[config.mk]
export PLATFORM = sky130hd
export DESIGN_NAME = serial_tx_arbiter
export DESIGN_NICKNAME = d
export VERILOG_FILES = /design/src/rtl/serial_link_pkg.sv /design/src/rtl/serial_tx_arbiter_rr_arbiter.sv /design/src/rtl/serial_tx_arbiter.sv
export SDC_FILE = /design/constraint.sdc
export NUM_CORES = 1
export LEC_CHECK = 0
export ABC_AREA = 1
export BUFFER_PORTS_ARGS = -buffer_cell sky130_fd_sc_hd__buf_4
export CORE_ASPECT_RATIO = 1.25
export CORE_UTILIZATION = 54
export CTS_CLUSTER_SIZE = 8
export DETAILED_ROUTE_END_ITERATION = 8
export PLACE_DENSITY = 0.95
export SYNTH_ARGS = -nofsm -noshare
export SYNTH_HDL_FRONTEND = slang
export SYNTH_SLANG_ARGS = --single-unit
[constraint.sdc]
create_clock -name clk -period 6 [get_ports clk]
set_input_delay 1.2 -clock clk [delete_from_list [all_inputs] [get_ports clk]]
set_output_delay 1.2 -clock clk [all_outputs]
set_load 0.05 [all_outputs]
[src/rtl/serial_link_pkg.sv]
`timescale 1ns/1ps
`default_nettype none
// ============================================================================
// Module   : serial_link_pkg
// Brief    : Link-format constants and state encoding shared by Tx and Rx.
// Revision : 1.0
// ============================================================================
package serial_link_pkg;

    localparam int   FRAME_BITS  = 40;
    localparam logic START_LEVEL = 1'b1;
    localparam logic IDLE_LEVEL  = 1'b0;
    localparam int   MIN_GAP     = 2;

    typedef enum logic [1:0] {
        ST_IDLE  = 2'd0,
        ST_START = 2'd1,
        ST_DATA  = 2'd2,
        ST_GAP   = 2'd3
    } link_state_t;

endpackage
`default_nettype wire

[src/rtl/serial_tx_arbiter_rr_arbiter.sv]
`timescale 1ns/1ps
`default_nettype none
// ============================================================================
// Module   : rr_arbiter
// Brief    : Combinational round-robin picker; FIXED_PRIO_EN makes req[0]
//            an absolute-priority requester outside the rotation.
// Revision : 1.0
// ============================================================================
module rr_arbiter #(
    parameter int N  = 4,
    parameter int IW = $clog2(N)
) (
    input  logic [N-1:0]  req,
    input  logic [IW-1:0] ptr,
    output logic [N-1:0]  grant,
    output logic [IW-1:0] grant_idx,
    output logic          grant_vld,
    output logic          ptr_upd
);

    logic [N-1:0] w_req;

    function automatic logic [IW-1:0] wrap_idx(input logic [IW-1:0] p, input int k);
        int s;
        s = int'(p) + k;
        if (s >= N) s = s - N;
        return IW'(s);
    endfunction

    always_comb begin
        w_req     = req;
        grant_idx = '0;
        grant_vld = 1'b0;
        ptr_upd   = 1'b0;
`ifdef FIXED_PRIO_EN
        w_req[0]  = 1'b0;
`endif
        for (int k = 0; k < N; k++) begin
            if (!grant_vld && w_req[wrap_idx(ptr, k)]) begin
                grant_vld = 1'b1;
                grant_idx = wrap_idx(ptr, k);
            end
        end
`ifdef FIXED_PRIO_EN
        // Requester 0 overrides the rotation and leaves the pointer alone
        if (req[0]) begin
            grant_vld = 1'b1;
            grant_idx = '0;
        end else begin
            ptr_upd = grant_vld;
        end
`else
        ptr_upd = grant_vld;
`endif
        grant = grant_vld ? (N'(1) << grant_idx) : '0;
    end

endmodule
`default_nettype wire

[src/rtl/serial_tx_arbiter.sv]
`timescale 1ns/1ps
`default_nettype none
// ============================================================================
// Module   : serial_tx_arbiter
// Brief    : Round-robin N-way frame arbiter and serializer for the link
//            (start bit, 40 bits MSB first, low gap). Option: FIXED_PRIO_EN.
// Revision : 1.0
// ============================================================================
module serial_tx_arbiter
    import serial_link_pkg::*;
#(
    parameter int N   = 4,
    parameter int GAP = 2
) (
    input  logic                    clk,
    input  logic                    rst_n,
    input  logic [N-1:0]            req,
    input  logic [N*FRAME_BITS-1:0] data_in,
    output logic [N-1:0]            ack,
    output logic                    so,
    output logic                    busy,
    output logic [2:0]              grant_id
);

    localparam int             c_iw       = $clog2(N);
    localparam int             c_gw       = $clog2(GAP + 1);
    localparam logic [c_gw-1:0] c_gap_last = c_gw'(GAP - 1);
    localparam logic [5:0]     c_bit_last = 6'(FRAME_BITS - 1);

    link_state_t             r_state, w_state;
    logic [FRAME_BITS-1:0]   r_shreg, w_shreg;
    logic [5:0]              r_bit_cnt, w_bit_cnt;
    logic [c_gw-1:0]         r_gap_cnt, w_gap_cnt;
    logic [c_iw-1:0]         r_ptr, w_ptr;
    logic [N-1:0]            r_ack, w_ack;
    logic                    r_so, w_so;
    logic                    r_busy, w_busy;
    logic [2:0]              r_grant_id, w_grant_id;

    logic [N-1:0]            w_grant;
    logic [c_iw-1:0]         w_idx;
    logic                    w_grant_vld;
    logic                    w_ptr_upd;
    logic                    w_load;
    logic [FRAME_BITS-1:0]   w_frame;

    rr_arbiter #(
        .N  (N),
        .IW (c_iw)
    ) u_rr_arbiter (
        .req       (req),
        .ptr       (r_ptr),
        .grant     (w_grant),
        .grant_idx (w_idx),
        .grant_vld (w_grant_vld),
        .ptr_upd   (w_ptr_upd)
    );

    assign w_frame = data_in[int'(w_idx)*FRAME_BITS +: FRAME_BITS];

    always_ff @(posedge clk or negedge rst_n) begin
        if (!rst_n) begin
            r_state    <= ST_IDLE;
            r_shreg    <= '0;
            r_bit_cnt  <= '0;
            r_gap_cnt  <= '0;
            r_ptr      <= '0;
            r_ack      <= '0;
            r_so       <= IDLE_LEVEL;
            r_busy     <= 1'b0;
            r_grant_id <= '0;
        end else begin
            r_state    <= w_state;
            r_shreg    <= w_shreg;
            r_bit_cnt  <= w_bit_cnt;
            r_gap_cnt  <= w_gap_cnt;
            r_ptr      <= w_ptr;
            r_ack      <= w_ack;
            r_so       <= w_so;
            r_busy     <= w_busy;
            r_grant_id <= w_grant_id;
        end
    end

    // so is registered from the current state, so the line trails state by one cycle
    always_comb begin
        w_state    = r_state;
        w_shreg    = r_shreg;
        w_bit_cnt  = r_bit_cnt;
        w_gap_cnt  = r_gap_cnt;
        w_ptr      = r_ptr;
        w_ack      = '0;
        w_so       = IDLE_LEVEL;
        w_busy     = r_busy;
        w_grant_id = r_grant_id;
        w_load     = 1'b0;

        case (r_state)
            ST_IDLE: begin
                w_load = w_grant_vld;
            end
            ST_START: begin
                w_so      = START_LEVEL;
                w_state   = ST_DATA;
                w_bit_cnt = '0;
            end
            ST_DATA: begin
                w_so    = r_shreg[FRAME_BITS-1];
                w_shreg = {r_shreg[FRAME_BITS-2:0], 1'b0};
                if (r_bit_cnt == c_bit_last) begin
                    w_state   = ST_GAP;
                    w_gap_cnt = '0;
                end else begin
                    w_bit_cnt = r_bit_cnt + 6'd1;
                end
            end
            ST_GAP: begin
                if (r_gap_cnt == c_gap_last) begin
                    w_load = w_grant_vld;
                    if (!w_grant_vld) begin
                        w_busy  = 1'b0;
                        w_state = ST_IDLE;
                    end
                end else begin
                    w_gap_cnt = r_gap_cnt + 1'b1;
                end
            end
            default: begin
                w_state = ST_IDLE;
            end
        endcase

        if (w_load) begin
            w_state    = ST_START;
            w_shreg    = w_frame;
            w_ack      = w_grant;
            w_grant_id = 3'(w_idx);
            w_busy     = 1'b1;
            if (w_ptr_upd) begin
                w_ptr = (w_idx == c_iw'(N - 1)) ? '0 : w_idx + 1'b1;
            end
        end
    end

    assign ack      = r_ack;
    assign so       = r_so;
    assign busy     = r_busy;
    assign grant_id = r_grant_id;

endmodule
`default_nettype wire
Word level (Yosys, flattened, before mapping). Cells that the tools add are included.

Shift-type cells: 2. Add/sub/neg operators: 10. $lt $le $gt $ge: 8. Muxes and demuxes: 42. Multipliers: 1. Divide/modulo/power cells: 0. Bitwise gates (word level): 0. Reductions and logical operators: 18. Eq/ne operators: 13.

Operator list (count): $shiftx 160x9->40 (1); $mux 40 (2); $mux 2 (15); $mux 1 (13); $lt 2x3->1 const B (4); $pmux 6 s2 (1); $reduce_bool 2->1 (5); $ge 3x3->1 const B (3); $ne 3x3->1 const B (3); $bmux 1 s2 (4); $mux 4 (2); $sub 2x1->2 const B (4); $add 2x2->3 const B (2); $add 6x1->6 const B (1); $eq 2x2->1 const B (3); $eq 6x6->1 const B (1); $mux 6 (1); $ne 2x2->1 const B (3); $pmux 2 s3 (1); $reduce_and 3->1 (2); $mul 2x3->5 const B (1); $add 2x1->2 const B (2); $eq 2x1->1 const B (2); $pmux 1 s2 (2); 11 further kinds (16).

Memory bits (writable): 0. Memory bits (read-only): 0. Register bits: 60. Bits in latches: 0. Memories kept: 0. Logic and storage cells: 103.

Logic depth before layout (Yosys ltp).
Depth after elaboration: 18. Depth in mapped cells: 17. Depth with buffers taken out: 14.

Cells and area by module. From an unflattened synthesis, not the netlist that was laid out.

Cells, all modules: 715. Area total of the unflattened synthesis: 4625.7 µm².

Modules (own cells, without submodules): serial_tx_arbiter (cells an instance 640, instances 1, area each 4225.3 µm²); rr_arbiter (cells an instance 75, instances 1, area each 400.4 µm²).

Worst setup path before layout. No wires, ideal clock.

Kind: input port to flip-flop. Start point: input req[3]. End point: register r_ptr[1]. Buffers on the path: 1. Stages on the path: 13. Library setup time: 0.127 ns. Required time: 5.873 ns. Data arrival time: 2.524 ns. Setup slack: 3.349 ns. Cells stage by stage: inv_1 -> nand2_1 -> nand3_1 -> nand2_1 -> nor2_4 -> nand3_1 -> nand3_1 -> nand2_1 -> inv_1 -> buf_2 -> ha_1 -> nand2_1 -> o21ai_0.

RTL lines: start, declared (line serial_tx_arbiter.sv:17) `input logic [N-1:0] req,`; $bmux 1 s2 (line serial_tx_arbiter_rr_arbiter.sv:39) `if (!grant_vld && w_req[wrap_idx(ptr, k)]) begin`; $mux 1 (not written as such) (line serial_tx_arbiter_rr_arbiter.sv:39); $mux 1 (line serial_tx_arbiter_rr_arbiter.sv:39); $logic_not 1->1 (line serial_tx_arbiter_rr_arbiter.sv:39); $logic_and 1x1->1 (line serial_tx_arbiter_rr_arbiter.sv:39); $mux 1 (line serial_tx_arbiter_rr_arbiter.sv:39); $logic_not 1->1 (line serial_tx_arbiter_rr_arbiter.sv:39); $logic_and 1x1->1 (line serial_tx_arbiter_rr_arbiter.sv:39); $mux 1 (line serial_tx_arbiter_rr_arbiter.sv:39); $logic_not 1->1 (line serial_tx_arbiter_rr_arbiter.sv:39); $logic_and 1x1->1 (line serial_tx_arbiter_rr_arbiter.sv:39); $mux 2 (*) (line serial_tx_arbiter_rr_arbiter.sv:39); net u_rr_arbiter.grant_idx[1] (line serial_tx_arbiter_rr_arbiter.sv:16) `output logic [IW-1:0] grant_idx,`; $add 2x1->2 / $eq 2x2->1 (equally long branches) (line serial_tx_arbiter.sv:140) `w_ptr = (w_idx == c_iw'(N - 1)) ? '0 : w_idx + 1'b1;`; $mux 2 (*) (line serial_tx_arbiter.sv:140); end signal, assigned (line serial_tx_arbiter.sv:77) `r_ptr <= w_ptr;`; end, declared (line serial_tx_arbiter.sv:34) `logic [c_iw-1:0] r_ptr, w_ptr;`.

Mark *: on every way through the listed nets, which the timed path passes. The rest lies on a longest branch. The select of a mux whose other input is x is not followed. A chain may end at the register's enable or synchronous reset.

Worst setup path after layout.
Start point: input req[1]. End point: register r_shreg[9].

Cells in the longest elaborated chain, start to end: 15.

RTL lines: $bmux 1 s2 (line serial_tx_arbiter_rr_arbiter.sv:39); $mux 1 (not written as such) (line serial_tx_arbiter_rr_arbiter.sv:39); $mux 1 (line serial_tx_arbiter_rr_arbiter.sv:39); $logic_not 1->1 (line serial_tx_arbiter_rr_arbiter.sv:39); $logic_and 1x1->1 (line serial_tx_arbiter_rr_arbiter.sv:39); $mux 1 (line serial_tx_arbiter_rr_arbiter.sv:39); $logic_not 1->1 (line serial_tx_arbiter_rr_arbiter.sv:39); $logic_and 1x1->1 (line serial_tx_arbiter_rr_arbiter.sv:39); $mux 1 (line serial_tx_arbiter_rr_arbiter.sv:39); $logic_not 1->1 (line serial_tx_arbiter_rr_arbiter.sv:39); $logic_and 1x1->1 (line serial_tx_arbiter_rr_arbiter.sv:39); $mux 2 / $mux 1 (equally long branches) (line serial_tx_arbiter_rr_arbiter.sv:39); $mul 2x3->5 / $mux 1 (equally long branches) (line serial_tx_arbiter.sv:59, serial_tx_arbiter.sv:118); $shiftx 160x9->40 / $pmux 1 s2 (equally long branches) (line serial_tx_arbiter.sv:59, serial_tx_arbiter.sv:98); $mux 40 / $reduce_bool 2->1 (equally long branches); end signal, assigned (line serial_tx_arbiter.sv:74) `r_shreg <= w_shreg;`; end, declared (line serial_tx_arbiter.sv:31) `logic [FRAME_BITS-1:0] r_shreg, w_shreg;`.

Parallel ways exist; a longest one is shown, timed or not. The select of a mux whose other input is x is not followed.

==> impl_summary.txt <==
----------------------------------------------------
[Flow run]
  Max-cap violations ... 0

[Pwr]
  Cell Pwr Density ... 569.4 mW/mm^2
  Switching power ... 1.935 mW
  Combinational power share ... 0.708
  VDD IR max ... 0.0005475 V
  Leak Pwr ... 3.507 nW
  Relative contribution of sequential cells to total power ... 0.198
  Clock share of power ... 0.094
  Internal Pwr Total ... 1.519 mW
  Sw Share ... 0.5602

[Timing]
  Slew at the pin closest to its max-slew limit ... 1.164 ns
  Min Tclk post-route ... 3.797 ns
  Period utilization ... 0.6328
  Setup slack after layout ... 2.203 ns
  Maximum achievable frequency ... 263.4 MHz
  Clock Skew ... 0.005625 ns
  Final setup fails ... 0
  Hold Vio Cnt, Final ... 0
  Final-layout setup total negative slack ... 0 ns
  Headroom to the max-slew limit ... 0.2230
  Final hold slack ... 0.4879 ns
  Count of final max-slew check failures ... 0
  Setup repair after global routing missed its margin ... false

[Worst setup path]
  RR Startpoint ... r_ptr[0]
  Worst Setup SP ... req[1]
  Crit path capture type ... flip-flop
  Worst-path cell chain ... buf_4, inv_1, nand2_1, nand3_1, nand2_1, nor2_4, nand3_4, nand2_2, inv_2, nor2_4, nand2_1, o31ai_1, inv_2, nand2_1
  Most Frequent Cell on Critical Path ... sky130_fd_sc_hd__nand2_1
  Startpoint types ... input port
  Crit-path max FO ... 47
  Number of buffer and inverter stages on the critical path ... 4
  CP Data Required Time ... 6.28 ns
  Top Family by Delay on Critical Path ... simple AND/OR/NAND/NOR gates
  CP Class ... input port to flip-flop
  Critical-path cell with the highest stage delay ... sky130_fd_sc_hd__nor2_4
  R2r setup slk ... 2.56 ns
  Crit path largest cell delay ... 0.69 ns
  Worst Path Arrival ... 4.08 ns

[Layout]
  Most frequent cells in the layout ... sky130_fd_sc_hd__nand2_1, sky130_fd_sc_hd__buf_4, sky130_fd_sc_hd__inv_1
  Synth-to-layout area growth ... 28.96%
  Antenna diode count ... 0
  Share of cells above drive strength 1 ... 0.2269
  Most frequent standard cell in the layout excluding fill and tap cells ... sky130_fd_sc_hd__nand2_1
  Post-layout nets ... 1101
  Number of non-filler instances in the completed layout ... 1027
  Cell area after layout ... 0.006067 mm^2
  Count of filler cells inserted in the layout ... 682

[Placed design]
  Worst slack at placement ... 1.910 ns
  Routability congestion estimate ... 0.8861
  Placed Area ... 0.005889 mm^2
  Number of placed cells counting well taps ... 1011
  Port Buffer Count ... 173
  Detail Placement HPWL ... 8733 um

[Floorplan]
  Die area ... 0.009092 mm^2
  Die Span Y ... 106.4 um
  Starting utilization of the core area ... 0.5646
  Core region area ... 0.008333 mm^2
  Row count ... 37
  Die Span X ... 85.49 um
  I/O pin total ... 175

[Synth]
  Portion of synthesized cell area occupied by the leading cell type ... 0.3191
  Mapped Nets ... 961
  Cell area after synthesis ... 0.004705 mm^2
  Total of warnings raised by yosys ... 0
  Syn_area_per_cell ... 5.993 um^2
  Flip-flop and latch count after synthesis ... 60
  Proportion of synthesized chip area in sequential cells ... 0.3191
  Post-synthesis cell type with the largest combined area ... sky130_fd_sc_hd__dfrtp_1
  Cells taking the most area after synthesis ... sky130_fd_sc_hd__dfrtp_1, sky130_fd_sc_hd__nand2_1, sky130_fd_sc_hd__nand3_1, sky130_fd_sc_hd__inv_1, sky130_fd_sc_hd__nand4_1
  Synth unique cells ... 31
  Gate count after technology mapping ... 785

[Drt]
  Routed vias/inst ... 5.093
  DR pass1 iterations ... 5
  Number of vias after detailed routing ... 5231
  Antenna viol nets, final ... 0
  Average wire length per cell after detail routing ... 11.94 um
  Total routed wirelength ... 12260 um
  Drt initial violations ... 275
  Post-route DRC violation count ... 0

[Clocking]
  Post-CTS Hold Fix Bufs ... 0
  Clock buffer depth ... 2
  Clock slew seen by the registers of the worst setup and hold paths ... 0.07 ns
  # resized after CTS ... 0
  Num CTS Buffers ... 9
  Source-to-sink clock delay at the later pin of the worst-skew pair ... 0.34 ns
  Clock tree from TritonCTS ... done
  Setup bufs post-CTS ... 0
  Clock Sinks ... 60
  CTS H-tree depth ... 3
  Clock root cell ... sky130_fd_sc_hd__clkbuf_8

[Global routing]
  Overall routing resource usage ... 0.2757
  Antenna violations before repair ... 0
  Total overflow reported by the global router ... 0
  Global-route wire length before repair ... 20320 um
  Vias in the first global route ... 4740
  Largest net degree at the start of global routing ... 85

[Run status]
  Status ... completed

[Hold path]
  Tightest Hold Check Type ... flip-flop to flip-flop
  Hold wc startpoint ... busy

----------------------------------------------------
tightest hold or removal path, delay by kind of cell, from the launching register on:
family,cells,cell delay [ns]
flip-flops,1,0.35
AND/OR/NAND/NOR,2,0.11
per-layer routing:
| metal | vias up | routed length (um) | GRT usage |
|---|---|---|---|
| met1 | 2325 | 5160 | 0.3317 |
| met4 | 0 | 265 | 0.1250 |
| met3 | 23 | 712 | 0.04037 |
| li1 | 2701 | - | - |
| met5 | - | 0 | 0 |
| met2 | 182 | 6122 | 0.4829 |
cells in the mapped netlist, drive strengths merged:
master,n
o31ai,9
nand2,390
ha,10
o22ai,1
buf,33
dfrtp,60
clkinv,1
inv,88
a211oi,2
o21ai,15
a21oi,28
xor2,1
clkbuf,13
nand4,23
o21a,1
conb,1
mux2i,1
and3,1
nand3,65
nor3,1
a21boi,1
nor2,40
power by group through the flow:
stage / Clock (mW) / Sequential [mW] / Combinational (mW)
after floorplan: 0 / 0.714 / 1.98
after global placement: 0 / 0.684 / 2.38
after detailed placement: 0 / 0.685 / 2.44
after CTS: 0.327 / 0.681 / 2.45
after global routing: 0.347 / 0.702 / 2.78
final: 0.326 / 0.683 / 2.45
final timing paths:
| path | to | depth (start not counted) |
|---|---|---|
| hold / removal | busy | 2 |
| hold reg to reg | busy | 2 |
| setup / recovery | r_shreg[9] | 14 |
| min in group asynchronous | r_ptr[1] | 1 |
| max in group asynchronous | r_shreg[29] | 1 |
| setup reg to reg | r_shreg[9] | 14 |
state kept, by name, indices dropped and copies added (netlist names):
name / count
so: 1
r_ptr: 2
busy: 1
r_bit_cnt: 6
r_state: 2
r_shreg: 40
grant_id: 2
ack: 4
r_gap_cnt: 2
logic make-up (layout without fill, tap and decap cells):
kind of cell,Yosys count,in the layout,synth area share
compound gates,57,57,0.06782
xor+xnor,1,1,0.001862
fa+ha+maj,10,10,0.02660
buf+inv,135,280,0.1269
flops,60,60,0.3191
mux,1,1,0.002128
other cells,1,1,0.0007971
simple gates,520,520,0.4548
metrics by stage:
step,power [mW],util
2_1_floorplan,2.690,-
3_3_place_gp,3.066,0.7068
3_5_place_dp,3.121,0.7068
4_1_cts,3.454,0.7281
5_1_grt,3.825,0.7281
6_report,3.455,0.7281
cell type report:
| cell class | count | area [um^2] | share of cell area |
|---|---|---|---|
| multi-input combinational | 590 | 2614 | 0.4308 |
| sequential | 60 | 1501 | 0.2475 |
| timing repair buffer | 175 | 1314 | 0.2165 |
| inverter | 89 | 339.1 | 0.05589 |
| clock buffer | 10 | 137.6 | 0.02269 |
| tap | 97 | 121.4 | 0.02000 |
| clock inverter | 6 | 40.04 | 0.006599 |
No activity file was read; power rests on OpenSTA's default activity.
